--- src/rtl/hs_rx_pkg.sv ---
// rtl/hs_rx_pkg.sv - shared state encoding, default widths and index-width helper for hs_rx_unpacker
package hs_rx_pkg;

   localparam int DEF_WIDTH = 32;
   localparam int DEF_OUT_W = 8;

   typedef enum logic [1:0] {
      IDLE     = 2'd0,
      EMIT     = 2'd1,
      WAIT_LOW = 2'd2
   } state_t;

   function automatic int idx_w(input int nslice);
      return (nslice > 1) ? $clog2(nslice) : 1;
   endfunction

endpackage

--- src/rtl/hs_rx_slicer.sv ---
// rtl/hs_rx_slicer.sv - word shift register and slice index, MSB slice presented first
module hs_rx_slicer
   import hs_rx_pkg::*;
#(
   parameter int WIDTH = DEF_WIDTH,
   parameter int OUT_W = DEF_OUT_W
) (
   input  logic             clk,
   input  logic             rst_n,
   input  logic             load,
   input  logic [WIDTH-1:0] load_data,
   input  logic             shift,
   output logic [OUT_W-1:0] slice,
   output logic             last
);

   localparam int NSLICE = WIDTH / OUT_W;
   localparam int IW     = idx_w(NSLICE);

   logic [WIDTH-1:0] shreg;
   logic [IW-1:0]    idx;

   always_ff @(posedge clk) begin
      if (!rst_n) begin
         shreg <= '0;
         idx   <= '0;
      end else if (load) begin
         shreg <= load_data;
         idx   <= '0;
      end else if (shift) begin
         shreg <= shreg << OUT_W;
         idx   <= idx + 1'b1;
      end
   end

   assign slice = shreg[WIDTH-1 -: OUT_W];
   assign last  = (idx == IW'(NSLICE - 1));

endmodule

--- src/rtl/hs_rx_unpacker.sv ---
// rtl/hs_rx_unpacker.sv - splits synchronizer words into FIFO-width slices; HS_RX_UNPACKER_WCNT_EN adds word_cnt
module hs_rx_unpacker
   import hs_rx_pkg::*;
#(
   parameter int WIDTH = DEF_WIDTH,
   parameter int OUT_W = DEF_OUT_W
) (
   input  logic             clk,
   input  logic             rst_n,
   input  logic             in_valid,
   input  logic [WIDTH-1:0] in_data,
   output logic             busy,
   input  logic             fifo_full,
   output logic             fifo_winc,
   output logic [OUT_W-1:0] fifo_wdata,
   output logic             overrun
`ifdef HS_RX_UNPACKER_WCNT_EN
   ,
   output logic [15:0]      word_cnt
`endif
);

   if (WIDTH % OUT_W != 0) begin : g_width_check
      $error("hs_rx_unpacker: WIDTH must be a multiple of OUT_W");
   end

   state_t           state, state_nx;
   logic             in_valid_d;
   logic             rise;
   logic             load;
   logic             last;
   logic [OUT_W-1:0] slice;

   assign rise = in_valid & ~in_valid_d;

   always_comb begin
      state_nx  = state;
      load      = 1'b0;
      fifo_winc = 1'b0;
      case (state)
         IDLE: begin
            if (rise) begin
               load     = 1'b1;
               state_nx = EMIT;
            end
         end
         EMIT: begin
            fifo_winc = ~fifo_full;
            if (fifo_winc && last) state_nx = WAIT_LOW;
         end
         WAIT_LOW: begin
            if (!in_valid) state_nx = IDLE;
         end
         default: state_nx = IDLE;
      endcase
   end

   assign fifo_wdata = (state == EMIT) ? slice : '0;

   // in_valid_d resets high so a level already high at reset release is not a new word
   always_ff @(posedge clk) begin
      if (!rst_n) begin
         state      <= IDLE;
         in_valid_d <= 1'b1;
         busy       <= 1'b0;
         overrun    <= 1'b0;
      end else begin
         state      <= state_nx;
         in_valid_d <= in_valid;
         busy       <= (state_nx != IDLE);
         if (rise && state != IDLE) overrun <= 1'b1;
      end
   end

   hs_rx_slicer #(
      .WIDTH (WIDTH),
      .OUT_W (OUT_W)
   ) u_slicer (
      .clk       (clk),
      .rst_n     (rst_n),
      .load      (load),
      .load_data (in_data),
      .shift     (fifo_winc),
      .slice     (slice),
      .last      (last)
   );

`ifdef HS_RX_UNPACKER_WCNT_EN
   always_ff @(posedge clk) begin
      if (!rst_n) begin
         word_cnt <= '0;
      end else if (fifo_winc && last) begin
         word_cnt <= word_cnt + 16'd1;
      end
   end
`endif

endmodule

--- config.mk ---
export PLATFORM = sky130hd
export DESIGN_NAME = hs_rx_unpacker
export DESIGN_NICKNAME = d
export VERILOG_FILES = /design/src/rtl/hs_rx_pkg.sv /design/src/rtl/hs_rx_slicer.sv /design/src/rtl/hs_rx_unpacker.sv
export SDC_FILE = /design/constraint.sdc
export NUM_CORES = 1
export LEC_CHECK = 0
export ABC_AREA = 0
export CAP_MARGIN = 20
export CORE_MARGIN = 3
export CORE_UTILIZATION = 50
export CTS_BUF_LIST = sky130_fd_sc_hd__clkbuf_8
export CTS_CLUSTER_DIAMETER = 60
export DETAILED_ROUTE_END_ITERATION = 10
export HOLD_SLACK_MARGIN = 0.05
export PLACE_DENSITY = 0.82
export SLEW_MARGIN = 15
export SYNTH_ARGS = -nofsm -noshare
export SYNTH_HDL_FRONTEND = slang
export SYNTH_SLANG_ARGS = --single-unit
--- constraint.sdc ---
create_clock -name clk -period 1.8 [get_ports clk]
set_input_delay 0.36 -clock clk [delete_from_list [all_inputs] [get_ports clk]]
set_output_delay 0.36 -clock clk [all_outputs]
set_load 0.02 [all_outputs]
# Word level (Yosys, flattened, before mapping)
# Cells that the tools add are included.
totals:
  ff_bits: 39
  output_inout_bits: 11
  wordCells: 31
classes:
  addsub: 1
  n_eq_ne: 3
  mux: 10
  bitwise: 4
  n_reduce_logical: 7
ops:
  columns: ["op", "n"]
  rows:
  - ["$mux W32", 2]
  - ["$mux W8", 1]
  - ["$mux W2", 3]
  - ["$pmux W2 S3", 1]
  - ["$reduce_bool A2 Y1", 3]
  - ["$eq A2 B2 Y1 const B", 2]
  - ["$mux W1", 3]
  - ["$not A1 Y1", 3]
  - ["$add A2 B1 Y2 const B", 1]
  - ["$eq A2 B1 Y1 const B", 1]
  - ["$logic_and A1 B1 Y1", 2]
  - ["$logic_not A2 Y1", 1]
  - ["$reduce_or A2 Y1", 1]
  - ["$and A1 B1 Y1", 1]

# Logic depth before layout (Yosys ltp)
depth:
  word_depth: 5
  mapped_depth: 7

# Cells and area by module
# Synthesis repeated with hierarchy kept, for this count alone.
hier_totals:
  cells_unflattened: 188
  area_unflattened_um2: 2045.7
by_module_without_submodules:
  columns: ["module", "instances", "cells_each", "area_each_um2", "seq_area_each_um2"]
  rows:
  - ["hs_rx_slicer", 1, 158, 1775.5, 680.7]
  - ["hs_rx_unpacker", 1, 30, 270.3, 100.1]

# Worst setup path after synthesis
# OpenSTA, ideal clock, no wires.
synth_path:
  path_kind: "register to register"
  startpoint: "reg state[1]"
  endpoint: "reg u_slicer.shreg[11]"
  setup_time_ps: 125
  arrival_ps: 1368
  setup_slack_ps: 307
  stages_incl_launch_ff: 7
  path_buffers: 3
  period_less_slack_ps: 1493
  cell_sequence: "dfxtp_1 -> buf_6 -> or4b_4 -> buf_6 -> nand2_8 -> buf_6 -> o221ai_2"
synth_between:
  elab_chain_len: 3
synth_lines:
  columns: ["element", "line_no", "source"]
  rows:
  - ["start, declared", "hs_rx_unpacker.sv:27", "state_t state, state_nx;"]
  - ["start signal, assigned", "hs_rx_unpacker.sv:68", "state <= state_nx;"]
  - ["$eq A2 B1 Y1 or $logic_not A2 Y1 (tied branches)", "hs_rx_unpacker.sv:40", "case (state)"]
  - ["$mux W1", "hs_rx_unpacker.sv:40", null]
  - ["$reduce_bool A2 Y1 (no line) or $mux W32 (tied branches)", null, null]
  - ["end signal, assigned", "hs_rx_slicer.sv:28", "shreg <= load_data;"]
  - ["end signal, assigned", "hs_rx_slicer.sv:31", "shreg <= shreg << OUT_W;"]
  - ["end, declared", "hs_rx_slicer.sv:20", "logic [WIDTH-1:0] shreg;"]
# Parallel ways exist; a longest one is shown, timed or not.
# A chain may end at the register's enable or synchronous reset.

# Final worst setup path
layout_path:
  startpoint: "in fifo_full"
  endpoint: "out fifo_winc"
layout_between:
  elab_chain_len: 2
layout_lines:
  columns: ["element", "line_no", "source"]
  rows:
  - ["start, declared", "hs_rx_unpacker.sv:13", "input logic fifo_full,"]
  - ["$not A1 Y1", "hs_rx_unpacker.sv:48", "fifo_winc = ~fifo_full;"]
  - ["$mux W1", "hs_rx_unpacker.sv:40", null]
  - ["end, declared", "hs_rx_unpacker.sv:14", "output logic fifo_winc,"]
# No other way between the ends.

==> impl_results.md <==
* Ys Warns at 0
* Initial antenna violation count at 0
* Area contributors post-synth: dfxtp_1 (45%), nand2_1 (7.1%), nand3_1 (5.7%), a21oi_1 (4.0%), o221ai_1 (4.0%)
* Synth Instances at 195
* Residual DRC count at 0
* Core footprint at ~3200 µm²
* Tcrit/Tclk final at ~98%
* Die Width at 65.1 µm
* Net Sw Frac at 23.4%
* Most frequent cells in the layout: dfxtp_1 (39), clkdlybuf4s50_1 (36), nand2_1 (33)
* PortBufs at 46
* First-pass GRT wire length at around 6.6 mm
* Fin util at a little under three quarters
* Worst-path clk slew at ~70 ps
* Most common cell after layout, fill and taps aside: dfxtp_1
* CTS Sinks at 39
* Die Y at around 65 µm
* Crit path kind: in2out
* Crit path DAT at between 1000 and 1500 ps
* Top cell type's share of synthesized area at 44.7%
* Max-slew violations at 0
* Gate power share at ~13%
* First drt pass iteration count at 4
* Initial core utilization at between 50% and 60%
* Final setup violation count at 0
* Layout area overhead at 31.0%
* Dpl hpwl at between 2 and 3 mm
* Max Fclk at approximately 570 MHz
* RePlAce Congestion at about 0.75
* Wire per inst at 13.4 µm
* DRT iter0 DRCs at just over 80
* Critical Path RT at 1440 ps
* Crit Path Max Fanout at 2
* I/O pins at 47
* CTS max path bufs at 2
* Fin Hold WS at 453 ps
* Cell area after synthesis at approximately 1700 µm²
* HP Class: reg2reg
* Rel. slew slack at between 70% and 80%
* Overflow after GRT at 0
* Layout cells sized above 1 at a little under a fifth
* Status: completed
* Global Route Usage Sum at just over 20%
* Routed WL at 3.83 mm
* DR vias at 1540
* Worst-margin pin slew at 340 ps
* Critical Path Max Stage Delay at between 400 and 500 ps
* Power Internal at ~1.3 mW
* Number of global-route vias before repair at between 1000 and 1500
* RSZ-0062 raised after global routing: no
* Largest net degree at the start of global routing at 32
* Largest area contributor in the netlist: dfxtp_1
* Syn nets at between 200 and 250
* CP cell instances: clkdlybuf4s50_1 > or3b_4 > inv_6 > buf_2
* Fillers at around 270
* ANT nets after route at 0
* Max_cap viols at 0
* Synthesized area per cell at around 9.0 µm²
* TritonCTS clock tree: yes
* #FFs+latches synth at 39
* FP Rows at 20
* # nets final at roughly 280
* Sequential share of power at a little over half
* Register area share after synthesis at ~45%
* CP endpoint kind: primary output
* Peak supply drop at between 500 and 600 µV
* Clock Skew at around 5.7 ps
* Hold_sp: u_slicer.shreg[30]
* RR Startpoint: state[1]
* Clock root cell: clkbuf_8
* Critical Path Source Type: primary input
* Min Tclk post-route at between 1500 and 2000 ps
* Pwr/cell area at approximately 750 nW/µm²
* Final hold vios at 0
* CTS Buf Count at 5
* Pleak at 0.853 nW
* H-tree depth at 2
* Ant. Diodes at 0
* Die area at 4240 µm²
* Vias per std cell at 5.38
* Netlist cell types at 39
* Crit-path slowest cell: clkdlybuf4s50_1
* P_sw at approximately 400 µW
* Clock share of power at 33.9%
* CTS Hold Bufs at 0
* CP Launch Point: fifo_full
* Clock latency on the worst-skew pair at 290 ps
cell families after synthesis:
logic type | synth area share (%)
and+or+nand+nor | 23.6
AOI/OAI and AO/OA | 22.4
DFF | 44.7
buffers and inverters | 8.09
xor gates and xnor gates | 0.501
adders and majority gates | 0.716
final cells by class:
cell class / count / area, µm² / share of cell area, %
clock buffer: 6 / 82.6 / 3.61
inverter: 2 / 12.5 / 0.546
tap: 44 / 55.1 / 2.40
timing repair buffer: 58 / 526 / 23.0
multi-input combinational: 136 / 828 / 36.2
sequential: 39 / 781 / 34.1
clock inverter: 1 / 5.00 / 0.219
sequential cells by signal, indices dropped and copies added (netlist names):
name            flops
overrun             1
in_valid_d          1
u_slicer.shreg     32
state               2
busy                1
u_slicer.idx        2
worst paths after layout:
check,cells past startpoint,endpoint,slack (ps)
max,4,fifo_winc,30
min,2,u_slicer.shreg[30],450
max reg2reg,5,u_slicer.shreg[30],210
min reg2reg,2,u_slicer.shreg[30],450
metrics by stage:
step / TNS (ps) / cell area [µm²] / power, mW / cells / setup WS (ps)
floorplan: 0 / 1750 / 1.05 / 195 / 307
global placement: -4160 / 2240 / 1.15 / 279 / -428
detailed placement: -5250 / 2240 / 1.16 / 279 / -461
CTS: 0 / 2320 / 1.75 / 286 / 15.8
global route: 0 / 2290 / 1.81 / 286 / 7.60
finish: 0 / 2290 / 1.73 / 286 / 33.8
timing repair:
action | in CTS | in global routing
gates resized for setup | 13 | 16
buffers inserted | 0 | 0
setup endpoints to repair | 9 | 8
worst max-delay path: cells and delay by family:
family / cells / cell delay (ps)
buf+inv: 3 / 630
simple gates: 1 / 410
synthesized netlist by cell type (all sizes together):
library cell and count:
nor2b 3, a31oi 1, buf 12, nor4b 1, or3b 1, clkbuf 6
nand3b 1, and2 9, inv 2, nor2 3, nand2b 3, a31o 6
a21oi 14, nand2 34, o21ai 14, dfxtp 39, o21a 1, o221ai 10
o31ai 1, ha 1, nand3 20, o22ai 6, a21boi 2, xnor2 1
or4b 1, a22oi 2, nor3b 1
power groups by stage:
stage	clock, mW	sequential, mW	combinational [mW]
CTS	0.605	0.911	0.232
finish	0.586	0.911	0.231
detailed placement	0	0.930	0.231
global route	0.642	0.914	0.253
floorplan	0	0.930	0.121
global placement	0	0.928	0.225
metal layers:
| layer | vias to the layer above | track usage [%] | wire length (µm) |
|---|---|---|---|
| met4 | 0 | 9.07 | 71 |
| met5 | - | 0 | 0 |
| met3 | 7 | 5.64 | 201 |
| met2 | 38 | 35.4 | 1870 |
| li1 | 787 | - | - |
| met1 | 708 | 22.7 | 1680 |
Power figures use the tool's default switching activity.
==> RTL change 1, RTL diff (same flow settings) <==
Encoding of `state_t`: now one-hot (3 bits for 3 states).
--- a/src/rtl/hs_rx_pkg.sv
+++ b/src/rtl/hs_rx_pkg.sv
@@ -4,10 +4,10 @@
    localparam int DEF_WIDTH = 32;
    localparam int DEF_OUT_W = 8;
 
-   typedef enum logic [1:0] {
-      IDLE     = 2'd0,
-      EMIT     = 2'd1,
-      WAIT_LOW = 2'd2
+   typedef enum logic [2:0] {
+      IDLE     = 3'b001,
+      EMIT     = 3'b010,
+      WAIT_LOW = 3'b100
    } state_t;
 
    function automatic int idx_w(input int nslice);
Formal check against the unedited RTL: no difference found for any inputs over 10 cycles, from zero or initial values and one cycle with rst_n low; not proved beyond that.
==> RTL change 1 against the original RTL <==
- global-route usage rose by 3.4 points
- register-to-register slack got worse by 0.06 ns
- power rose by 1.8%
- sequential cell count up 1
- critical path depth grew 2
- via count rose by 16%
- count of clock-buffer cells in the layout stayed put
- sequential power is 2% higher
- design area grew 14%
- first-iteration DRC count grew 120%
- area after synthesis up 9.9%
- worst setup slack worse by 0.0032 ns
- wire length up 32%
- critical endpoint is now fifo_wdata[1]
- largest cell class unchanged
==> RTL change 1: results (changes against the original RTL) <==
* Mapped Avg Cell Area at 9.33 sq um (+4.1%)
* Number of fill cells at 269 (-0.74%)
* Grt met2 use at 36.9% (+1.6 points)
* Tot GR Track Use at 23.6% (+3.4 points)
* Worst IR Drop VDD at 0.418 mV (-21%)
* Critical path peak fanout at 5 (+3)
* Vias in the first global route at 1689 (+13%)
* Clock-net power at 0.605 mW (+3%)
* Post-synthesis compound-gate area fraction at 34.8% (+12 points)
* R2R Setup Slk at 0.15 ns (-0.06 ns)
* Multi-input gate share of total cell area at 38.7% (+2.5 points)
* Outcome: finished clean
* Multi-input gates at 142 (+4.4%)
* Int Pwr at 1.34 mW (+1.5%)
* Drt wl/cell at 16.9 um (+27%)
* Sequential fraction of the synthesis area at 41.7% (-3.0 points)
* Max Clock Skew at 0.00214 ns (-0.00357 ns)
* Utilization after layout at 74.2% (+2.7 points)
* Cell count after placement at 290 (+3.9%)
* Clk tree area frac at 3.45% (-0.38 points)
* Via count at 1791 (+16%)
* Cell Area, Placed at 2450 sq um (+9.3%)
* Slowest CP cell: dfxtp_2
* DR WL met3 at 253 um (+26%)
* Flop pwr share at 52.9% (+0.2 points)
RTL change 1: cell types whose count changed in the layout (fill, tap and decap cells not counted), moves of 8 or more:
| cell | before | now |
|---|---|---|
| o211ai_1 | 0 | 25 |
| a32oi_1 | 0 | 17 |
| nand2_1 | 33 | 17 |
| a21boi_0 | 1 | 15 |
| a21oi_1 | 14 | 2 |
| buf_6 | 0 | 12 |
| nand3_1 | 20 | 8 |
| a21boi_1 | 0 | 10 |
| and2_1 | 9 | 0 |
| and2_4 | 0 | 8 |
| clkbuf_2 | 8 | 0 |
| o221ai_1 | 8 | 0 |
RTL change 1: path summary, 6_finish.rpt:
path / cells past startpoint / end / from
setup reg to reg: 5 / u_slicer.shreg[1] / state[0]
setup / recovery: 6 / fifo_wdata[1] / state[2]
hold / removal: 2 / u_slicer.idx[1] / u_slicer.idx[1]
hold reg to reg: 2 / u_slicer.idx[1] / u_slicer.idx[1]
==> RTL change 2, RTL diff (same settings) <==
Without the edit above. The package constant `DEF_WIDTH` goes from 32 to 16.
--- a/src/rtl/hs_rx_pkg.sv
+++ b/src/rtl/hs_rx_pkg.sv
@@ -1,7 +1,7 @@
 // rtl/hs_rx_pkg.sv - shared state encoding, default widths and index-width helper for hs_rx_unpacker
 package hs_rx_pkg;
 
-   localparam int DEF_WIDTH = 32;
+   localparam int DEF_WIDTH = 16;
    localparam int DEF_OUT_W = 8;
 
    typedef enum logic [1:0] {
Interface: changed (resized in_data); port bits go from 47 to 31. No check against the original RTL was run, so the function may have changed too.
==> RTL change 2 against the original RTL <==
- worst setup slack improved by 0.020 ns
- power decreased by 36%
- design area decreased by 39%
- sequential cell count decreased by 17
- die area decreased by 40%
- wire length decreased by 38%
- clock power decreased by 23%
- combinational power decreased by 39%
- synthesized cell count decreased by 43%
- area after synthesis decreased by 44%
- critical path type unchanged
- critical endpoint unchanged
==> RTL change 2: results (changes against the original RTL) <==
* DRT Pass-1 Iters at 4 (unchanged)
* LEAKAGE at 0.551 nW (-35%)
* Initial antenna violation count at 0 (unchanged)
* Syn Inst Count at 112 (-43%)
* Via count at 945 (-39%)
* Number of fill cells at 125 (-54%)
* H-tree depth at 1 (-1)
* Worst hold path type: reg -> reg
* Post-Syn Nets at 132 (-43%)
* Synth Warn # at 0 (unchanged)
* CTS Buf Count at 3 (-2)
* Max Clock Skew at 0.00561 ns (-0.000106 ns)
* Initial drt markers at 17 (-79%)
* Largest net degree at the start of global routing at 23 (-28%)
* Fin nets at 169 (-39%)
* GPL Wtd Cong at 0.753 (-0.11%)
* Hpwl dp at 1670 um (-38%)
* Diodes inserted at 0 (unchanged)
* Commonest cells post-synth: dfxtp_1, nand2_1, nand3_1
* Vias per inst at 5.46 (+1.4%)
* Top cells by area, synth: dfxtp_1, nand3_1, a21boi_0
* Tot GR Track Use at 20.8% (+0.59 points)
* Critical path peak fanout at 2 (unchanged)
* Final setup vio count at 0 (unchanged)
* Top Registers: u_slicer.shreg: 16 flops, state: 2 flops
* Port Buffers at 30 (-35%)
* Post-synth cell types at 27 (-31%)
* Crit path DAT at 1.39 ns (-0.02 ns)
* CTS Buffer Depth at 2 (unchanged)
* Sequential fraction of the synthesis area at 45.0% (+0.29 points)
* CTS root buffer: clkbuf_8
* Slew HR at 83.5% (+6.2 points)
* Slowest CP cell: clkdlybuf4s50_1
* Worst skew pair latency at 0.26 ns (-0.03 ns)
* Main flop type after synthesis: dfxtp_1
* Psw at 0.228 mW (-44%)
* Outcome: finished clean
* Layout cells sized above 1 at 16.9% (-1.3 points)
* Routed WL at 2360 um (-38%)
* Clock transition at the registers of the reported paths at 0.08 ns
* Ys async rst share at 0% (unchanged)
* Vias in the first global route at 921 (-38%)
* Worst IR Drop VDD at 0.624 mV (+19%)
* First-pass GRT wire length at 4050 um (-38%)
* Delay-heaviest family, CP: buffers and inverters
* Max incr delay on CP at 0.43 ns
* Placement Setup Slack at -0.412 ns (+0.0490 ns)
RTL change 2: worst register-to-register path, delay by kind of cell, from the launching register on:
kind | cells | cell delay, ns
and+or+nand+nor | 1 | 0.51
DFF | 1 | 0.33
AOI/OAI and AO/OA | 2 | 0.22
buffers and inverters | 2 | 0.37
RTL change 2: power by group through the flow:
| stage | registers, mW | logic [mW] | clock network (mW) |
|---|---|---|---|
| final | 0.519 | 0.141 | 0.454 |
| after global routing | 0.521 | 0.153 | 0.490 |
| after CTS | 0.518 | 0.141 | 0.459 |
| after detailed placement | 0.529 | 0.141 | 0 |
| after global placement | 0.528 | 0.137 | 0 |
| after floorplan | 0.529 | 0.0625 | 0 |
RTL change 2: final timing paths:
check | end | from | slack, ns | cells past startpoint
setup / recovery | fifo_winc | fifo_full | 0.05 | 4
hold / removal | u_slicer.shreg[15] | u_slicer.shreg[15] | 0.46 | 2
setup reg to reg | u_slicer.shreg[9] | state[1] | 0.27 | 5
hold reg to reg | u_slicer.shreg[15] | u_slicer.shreg[15] | 0.46 | 2
RTL change 2: final cells by class:
type	count	area share, %
clock buffer	3	2.96
clock inverter	1	2.15
inverter	2	0.627
multi-input combinational	79	35.4
sequential	22	31.5
tap	25	2.24
timing repair buffer	41	25.1
RTL change 2: stage by stage:
step                      instance area [sq um]  utilization [%]
after global routing                       1400             78.3
final                                      1400             78.3
after global placement                     1360             76.0
after detailed placement                   1360             76.0
after CTS                                  1410             79.3
after floorplan                             980                -
RTL change 2: cell families after synthesis:
group / count (synthesis) / share of synthesized area [%]
simple gates: 46 / 26.3
compound gates: 32 / 22.1
flops: 22 / 45.0
xor+xnor: 1 / 0.894
buf+inv: 11 / 5.75
RTL change 2: what timing repair did:
action | CTS | global route
gates resized for setup | 13 | 15
endpoints found under the setup margin | 9 | 9
setup buffers | 0 | 0
RTL change 2: routing by layer:
metal / GRT usage, % / vias to the layer above / part of all wire [%]
met4: 8.76 / 0 / 2.2
met3: 3.86 / 7 / 4.0
met2: 37.6 / 26 / 52
met5: 0 / - / 0
met1: 23.4 / 451 / 42
li1: - / 461 / -
